--- config.mk ---
export PLATFORM = sky130hd
export DESIGN_NAME = regfile_access_master
export DESIGN_NICKNAME = d
export VERILOG_FILES = /design/src/rtl/regfile_access_master.sv
export SDC_FILE = /design/constraint.sdc
export NUM_CORES = 1
export LEC_CHECK = 0
export CORE_MARGIN = 4
export CORE_UTILIZATION = 25
export DETAILED_ROUTE_END_ITERATION = 8
export PLACE_DENSITY = 0.47
export SLEW_MARGIN = 20
export SYNTH_ARGS = -nofsm -noshare
export SYNTH_HDL_FRONTEND = slang
export SYNTH_SLANG_ARGS = --single-unit
--- constraint.sdc ---
create_clock -name clk -period 4.35 [get_ports clk]
set_clock_uncertainty 0.2 [all_clocks]
set_input_delay 0.87 -clock clk [delete_from_list [all_inputs] [get_ports clk]]
set_output_delay 0.87 -clock clk [all_outputs]
set_load 0.01 [all_outputs]
--- src/rtl/regfile_access_master.sv ---
// regfile_access_master: initiator-side sequencer for the 8-bit x 16-entry
// register file. Takes single or burst read/write commands, streams write
// beats into the file, and returns read beats on a valid/ready response channel.
module regfile_access_master #(
  parameter int unsigned DATA_W = 8,
  parameter int unsigned ADDR_W = 4,
  parameter int unsigned LEN_W  = 4
) (
  input  logic              clk,
  input  logic              rst,
  // command channel
  input  logic              cmd_valid,
  output logic              cmd_ready,
  input  logic              cmd_write,
  input  logic [ADDR_W-1:0] cmd_addr,
  input  logic [LEN_W-1:0]  cmd_len,
  // write data channel
  input  logic              wdata_valid,
  output logic              wdata_ready,
  input  logic [DATA_W-1:0] wdata,
  // read response channel
  output logic              rsp_valid,
  input  logic              rsp_ready,
  output logic [DATA_W-1:0] rsp_data,
  // status
  output logic              done,
  output logic              busy,
  // register-file side
  output logic              rf_wrEN,
  output logic              rf_rdEN,
  output logic [ADDR_W-1:0] rf_address,
  output logic [DATA_W-1:0] rf_wrData,
  input  logic [DATA_W-1:0] rf_rdData
);

  typedef enum logic [2:0] {
    IDLE     = 3'd0,
    WR       = 3'd1,
    RD_ISSUE = 3'd2,
    RD_CAPT  = 3'd3,
    RD_WAIT  = 3'd4,
    DONE     = 3'd5
  } state_t;

  state_t            state;
  state_t            state_nxt;
  logic [ADDR_W-1:0] addr_q;
  logic [ADDR_W-1:0] addr_nxt;
  logic [LEN_W-1:0]  cnt_q;
  logic [LEN_W-1:0]  cnt_nxt;

  logic cmd_acc_c;
  logic wr_acc_c;
  logic rsp_acc_c;

  // Handshakes use only registered ready/valid, so no valid<->ready loop exists.
  assign cmd_acc_c = cmd_valid & cmd_ready;
  assign wr_acc_c  = wdata_valid & wdata_ready;
  assign rsp_acc_c = rsp_valid & rsp_ready;

  // State, address and beat-counter registers.
  always_ff @(posedge clk or negedge rst) begin
    if (!rst) begin
      state  <= IDLE;
      addr_q <= '0;
      cnt_q  <= '0;
    end else begin
      state  <= state_nxt;
      addr_q <= addr_nxt;
      cnt_q  <= cnt_nxt;
    end
  end

  // Next-state, next-address and next-count; counter==0 marks the last beat.
  always_comb begin
    state_nxt = state;
    addr_nxt  = addr_q;
    cnt_nxt   = cnt_q;
    case (state)
      IDLE: begin
        if (cmd_acc_c) begin
          addr_nxt  = cmd_addr;
          cnt_nxt   = cmd_len;
          state_nxt = cmd_write ? WR : RD_ISSUE;
        end
      end
      WR: begin
        if (wr_acc_c) begin
          addr_nxt = addr_q + ADDR_W'(1);
          cnt_nxt  = cnt_q - LEN_W'(1);
          if (cnt_q == '0) begin
            state_nxt = DONE;
          end
        end
      end
      RD_ISSUE: begin
        state_nxt = RD_CAPT;
      end
      RD_CAPT: begin
        state_nxt = RD_WAIT;
      end
      RD_WAIT: begin
        if (rsp_acc_c) begin
          addr_nxt  = addr_q + ADDR_W'(1);
          cnt_nxt   = cnt_q - LEN_W'(1);
          state_nxt = (cnt_q == '0) ? DONE : RD_ISSUE;
        end
      end
      DONE: begin
        state_nxt = IDLE;
      end
      default: begin
        state_nxt = IDLE;
      end
    endcase
  end

  // Status and handshake outputs, registered from the next state so they
  // line up with the state they describe.
  always_ff @(posedge clk or negedge rst) begin
    if (!rst) begin
      cmd_ready   <= 1'b0;
      busy        <= 1'b0;
      wdata_ready <= 1'b0;
      rsp_valid   <= 1'b0;
      done        <= 1'b0;
    end else begin
      cmd_ready   <= (state_nxt == IDLE);
      busy        <= (state_nxt != IDLE);
      wdata_ready <= (state_nxt == WR);
      rsp_valid   <= (state_nxt == RD_WAIT);
      done        <= (state_nxt == DONE);
    end
  end

  // Register-file strobes; address/data only move together with a strobe.
  always_ff @(posedge clk or negedge rst) begin
    if (!rst) begin
      rf_wrEN    <= 1'b0;
      rf_rdEN    <= 1'b0;
      rf_address <= '0;
      rf_wrData  <= '0;
    end else begin
      rf_wrEN <= wr_acc_c;
      rf_rdEN <= (state_nxt == RD_ISSUE);
      if (state_nxt == RD_ISSUE) begin
        rf_address <= addr_nxt;
      end else if (wr_acc_c) begin
        rf_address <= addr_q;
        rf_wrData  <= wdata;
      end
    end
  end

  // Read data is captured only in the cycle after the read strobe.
  always_ff @(posedge clk or negedge rst) begin
    if (!rst) begin
      rsp_data <= '0;
    end else if (state == RD_CAPT) begin
      rsp_data <= rf_rdData;
    end
  end

endmodule
# After elaboration in Yosys (flattened, before gate mapping)
# Cells that the tools add are included.
# W data, S select, Z words.
[totals]
register_bits = 38
latch_bits = 0
mem_bits_rw = 0
romBits = 0
input_bits = 30
output_inout_bits = 27
elab_cells = 55
n_memories = 0
[classes]
add_sub_neg = 2
n_mul = 0
div = 0
order_cmp = 0
n_eq_ne = 11
n_shift = 0
n_mux = 17
bitwise_logic = 4
n_reduce_logical = 8
[ops]
columns = ["operator", "n"]
rows = [
  ["$mux W4", 8],
  ["$pmux W4 S3", 2],
  ["$mux W3", 5],
  ["$pmux W3 S5", 1],
  ["$eq A3 B2 Y1 const B", 3],
  ["$eq A3 B3 Y1 const B", 3],
  ["$eq A3 B1 Y1 const B", 2],
  ["$logic_not A3 Y1", 2],
  ["$ne A2 B2 Y1 const B", 3],
  ["$reduce_bool A3 Y1", 2],
  ["$add A4 B1 Y4 const B", 1],
  ["$logic_not A4 Y1", 1],
  ["$reduce_and A4 Y1", 1],
  ["$sub A4 B1 Y4 const B", 1],
  ["$and A1 B1 Y1", 3],
  ["$mux W2", 1],
  ["$reduce_and A2 Y1", 1],
  ["$reduce_bool A2 Y1", 1],
  ["$not A1 Y1", 1],
]

# Logic depth before layout (Yosys ltp)
[depth]
word_depth = 7
ltp_mapped = 7

# Worst setup path after synthesis
# Ideal clock, no wire load.
[synth_path]
path_kind = "input-to-reg"
start = "in wdata_valid"
end = "reg rf_address[3]"
setup_time_ns = 0.084
arrival_ns = 2.238
t_required_ns = 4.066
path_slack_ns = 1.828
cell_stages = 7
cell_sequence = "nand2_2 > inv_1 > o22ai_2 > or2_1 > buf_6 > or4_4 > a41oi_2"
[synth_via]
elab_chain_cells = 5
word_cells_on_any_way = 8
classes_between = "1 x eq/ne; 5 x mux; 1 x bitwise; 1 x reduce/logical"
[synth_lines]
columns = ["element", "line_no", "source"]
rows = [
  ["start, declared", "18", "input logic wdata_valid,"],
  ["$and A1 B1 Y1 (*)", "58", "assign wr_acc_c = wdata_valid & wdata_ready;"],
  ["named net wr_acc_c", "53", "logic wr_acc_c;"],
  ["$mux W3", "88", "if (wr_acc_c) begin"],
  ["$pmux W3 S5", "79", "case (state)"],
  ["$eq A3 B2 Y1", "146", "if (state_nxt == RD_ISSUE) begin"],
  ["$mux W4 or $reduce_bool A2 Y1 (tied branches)", "--", ""],
  ["end signal, assigned", "147", "rf_address <= addr_nxt;"],
  ["end signal, assigned", "149", "rf_address <= addr_q;"],
  ["end, declared", "31", "output logic [ADDR_W-1:0] rf_address,"],
]
# The timed path passes the listed nets; every way through them passes the cells marked *.
# A chain may end at the register's enable or synchronous reset.

# Final worst setup path
# Ends and elaborated chain as after synthesis.

==> metrics.yaml <==
finish:
  finalNetCount: 244
  final_cells: 309
  regArea_sq_um: 950.9
  num_antenna_cells: 0
  multi_input_area_sq_um: 743.2
  final_layout_size_suffix_gt1_frac: 0.1408
  syn_to_final_growth_pct: 42.21
  nFillCells: 703
setup_path:
  path_class: "primary input to register"
  crit_fanout: 9
  critPathRequiredTime_ps: 4360
  path_buf_inv: 2
  cp-end-kind: "register"
  cpPeakStageDelay_ps: 560
  crit_path_start_kind: "primary input"
  critPathSlowestCell: "or4_4"
  path_cells: "clkdlybuf4s50_1 -> nand2_2 -> inv_1 -> o22ai_2 -> or2_1 -> or4_4 -> a41oi_2"
  cp_top_family: "simple AND/OR/NAND/NOR gates"
  critPathArrivalTime_ps: 2900
clock_tree:
  clk_latency_ps: 290
  clockBufferDepth: 2
  cts_resized: 0
  cts_htree_levels: 2
  cts_setup_buffers: 0
  clkSinkCount: 38
  cts_made_buffers: 5
  cts_hold_buffers: 0
  path_clk_slew_ps: 70
  cts-root-buf: "clkbuf_8"
  cts_tree: "yes"
global_route:
  antenna_found_initial: 0
  grt_pass1_wl_microns: 6651
  grt_max_degree: 39
  grt_overflow: 0
  grt_pass1_vias: 1383
  grt_usage: 0.1010
synthesis:
  synth_flop_cell: "dfrtp_1"
  yosysSeqAreaShare: 0.5429
  synth-async-reset-ratio: 1.000
  synth_edf_count: 0
  synthCells: 152
  synth_area_sq_um: 1752
  ys_warn_count: 0
  synth_area_leader_cell: "dfrtp_1"
  syn_nets: 184
  netlist.area_leader.share: 0.5429
  synthDistinctLibCells: 43
  yosys_register_bits: 38
  postSynthAreaPerCell_sq_um: 11.52
  synth_area_leaders: "dfrtp_1 54%, mux2_2 9.0%, and2_1 3.2%"
power:
  power.density_nw_per_um2: 703.6
  finalPower_mw: 1.753
  vdd_drop_max_v: 0.0002653
  p_leak_nw: 1.036
placement:
  dp_cells: 301
  gp_congestion: 0.7501
  hpwlAfterDp_microns: 3007
  io_buffers: 56
  dp_slack_ps: 1143
floorplan:
  initial_utilization: 0.2578
  io_pins: 57
  die-height_microns: 91.71
  rows: 30
  coreArea_sq_um: 6794
  die-area_sq_um: 8410
  die_w_microns: 91.71
sta:
  post-route-period-util: 0.6631
  worst_slack_ps: 1465
  max_freq_mhz: 346.7
  fin_crit_ps: 2885
  rsz0062_at_grt: "false"
  fin_tns_setup_ps: 0
  finalMaxSlewViolations: 0
  hold_violations: 0
  tightest_slew_ps: 873.3
  relSlewSlack: 0.4178
  whs_ps: 282.9
  setup_violations: 0
detailed_routing:
  drt_iter0_markers: 22
  drt-pass1-iter-count: 4
  viasPerCell: 4.362
  drc: 0
  wire_per_inst_microns: 13.34
  wl_microns: 4123
  num_vias: 1348
  final_antenna_net_count: 0
status:
  outcome: "finished clean"
job:
  max-cap-violations: 0
min_path:
  hold_path.class: "register to register"
[synthesized netlist by cell type (all sizes together) (2+ instances only)]
| cell type | number |
|---|---|
| a211oi | 7 |
| a21oi | 8 |
| a31oi | 2 |
| a41oi | 2 |
| and2 | 9 |
| buf | 3 |
| dfrtp | 38 |
| ha | 2 |
| inv | 8 |
| mux2 | 16 |
| nand2 | 9 |
| nand2b | 3 |
| nand3 | 5 |
| nand3b | 2 |
| nor2 | 11 |
| nor3b | 2 |
| o21ai | 6 |
| or2 | 2 |
[where the power goes]
| part | internal [mW] | switching, mW | leakage (nW) | total [mW] |
|---|---|---|---|---|
| logic | 0.465 | 0.411 | 0.524 | 0.877 |
| registers | 0.518 | 0.107 | 0.463 | 0.625 |
| clock network | 0.128 | 0.123 | 0.0482 | 0.251 |
| total | 1.11 | 0.642 | 1.04 | 1.75 |
[cells by family after synthesis]
logic type / count (synthesis) / share of synthesized area
mux: 16 / 0.1029
simple gates: 48 / 0.1486
flops: 38 / 0.5429
xor+xnor: 1 / 0.005001
buf+inv: 11 / 0.03285
fa+ha+maj: 2 / 0.01428
compound gates: 36 / 0.1536
[layer usage]
| metal | track usage | routed length [microns] |
|---|---|---|
| met1 | 0.1321 | 1953 |
| met2 | 0.1516 | 1844 |
| met3 | 0.03856 | 256 |
| met4 | 0.03713 | 68 |
| met5 | 0 | 0 |
[metrics by stage]
stage                     area, sq um  utilization
after global routing             2491       0.3667
after global placement           2400       0.3532
after floorplan                  1752            -
after CTS                        2491       0.3667
final                            2491       0.3667
after detailed placement         2400       0.3532
[cell usage in the layout, fill, tap and decap left out, drive strengths merged, types with 3 or more instances in the layout]
cell type	instances
clkdlybuf4s50	55
dfrtp	38
mux2	16
nor2	11
and2	9
nand2	9
inv	8
a21oi	8
a211oi	7
clkbuf	7
o21ai	6
nand3	5
nand2b	3
[final cells by class]
class / instances / share of cell area
repair buffers: 56 / 0.2230
multi-input cells: 103 / 0.2983
clock inverters: 1 / 0.002009
flip-flops and latches: 38 / 0.3817
clock buffers: 7 / 0.03466
inverters: 8 / 0.01205
well taps: 96 / 0.04822
[state kept, by name (all words and copies together) (netlist names)]
register	count
state	3
cmd_ready	1
rf_rdEN	1
cnt_q	4
wdata_ready	1
busy	1
rsp_valid	1
done	1
rf_address	4
rf_wrEN	1
addr_q	4
rf_wrData	8
rsp_data	8
[path summary, 6_finish.rpt]
path,start,to,slack (ps),cells after the start
max reg2reg,cnt_q[0],rf_wrData[1],1770,7
max in group asynchronous,rst,rsp_data[0],2910,1
min,rf_wrData[0],rf_wrData[0],280,1
max,wdata_valid,rf_address[3],1470,7
min reg2reg,rf_wrData[0],rf_wrData[0],280,1
min in group asynchronous,rst,cnt_q[2],490,1
Note: power is estimated with default switching activity, not from simulation.
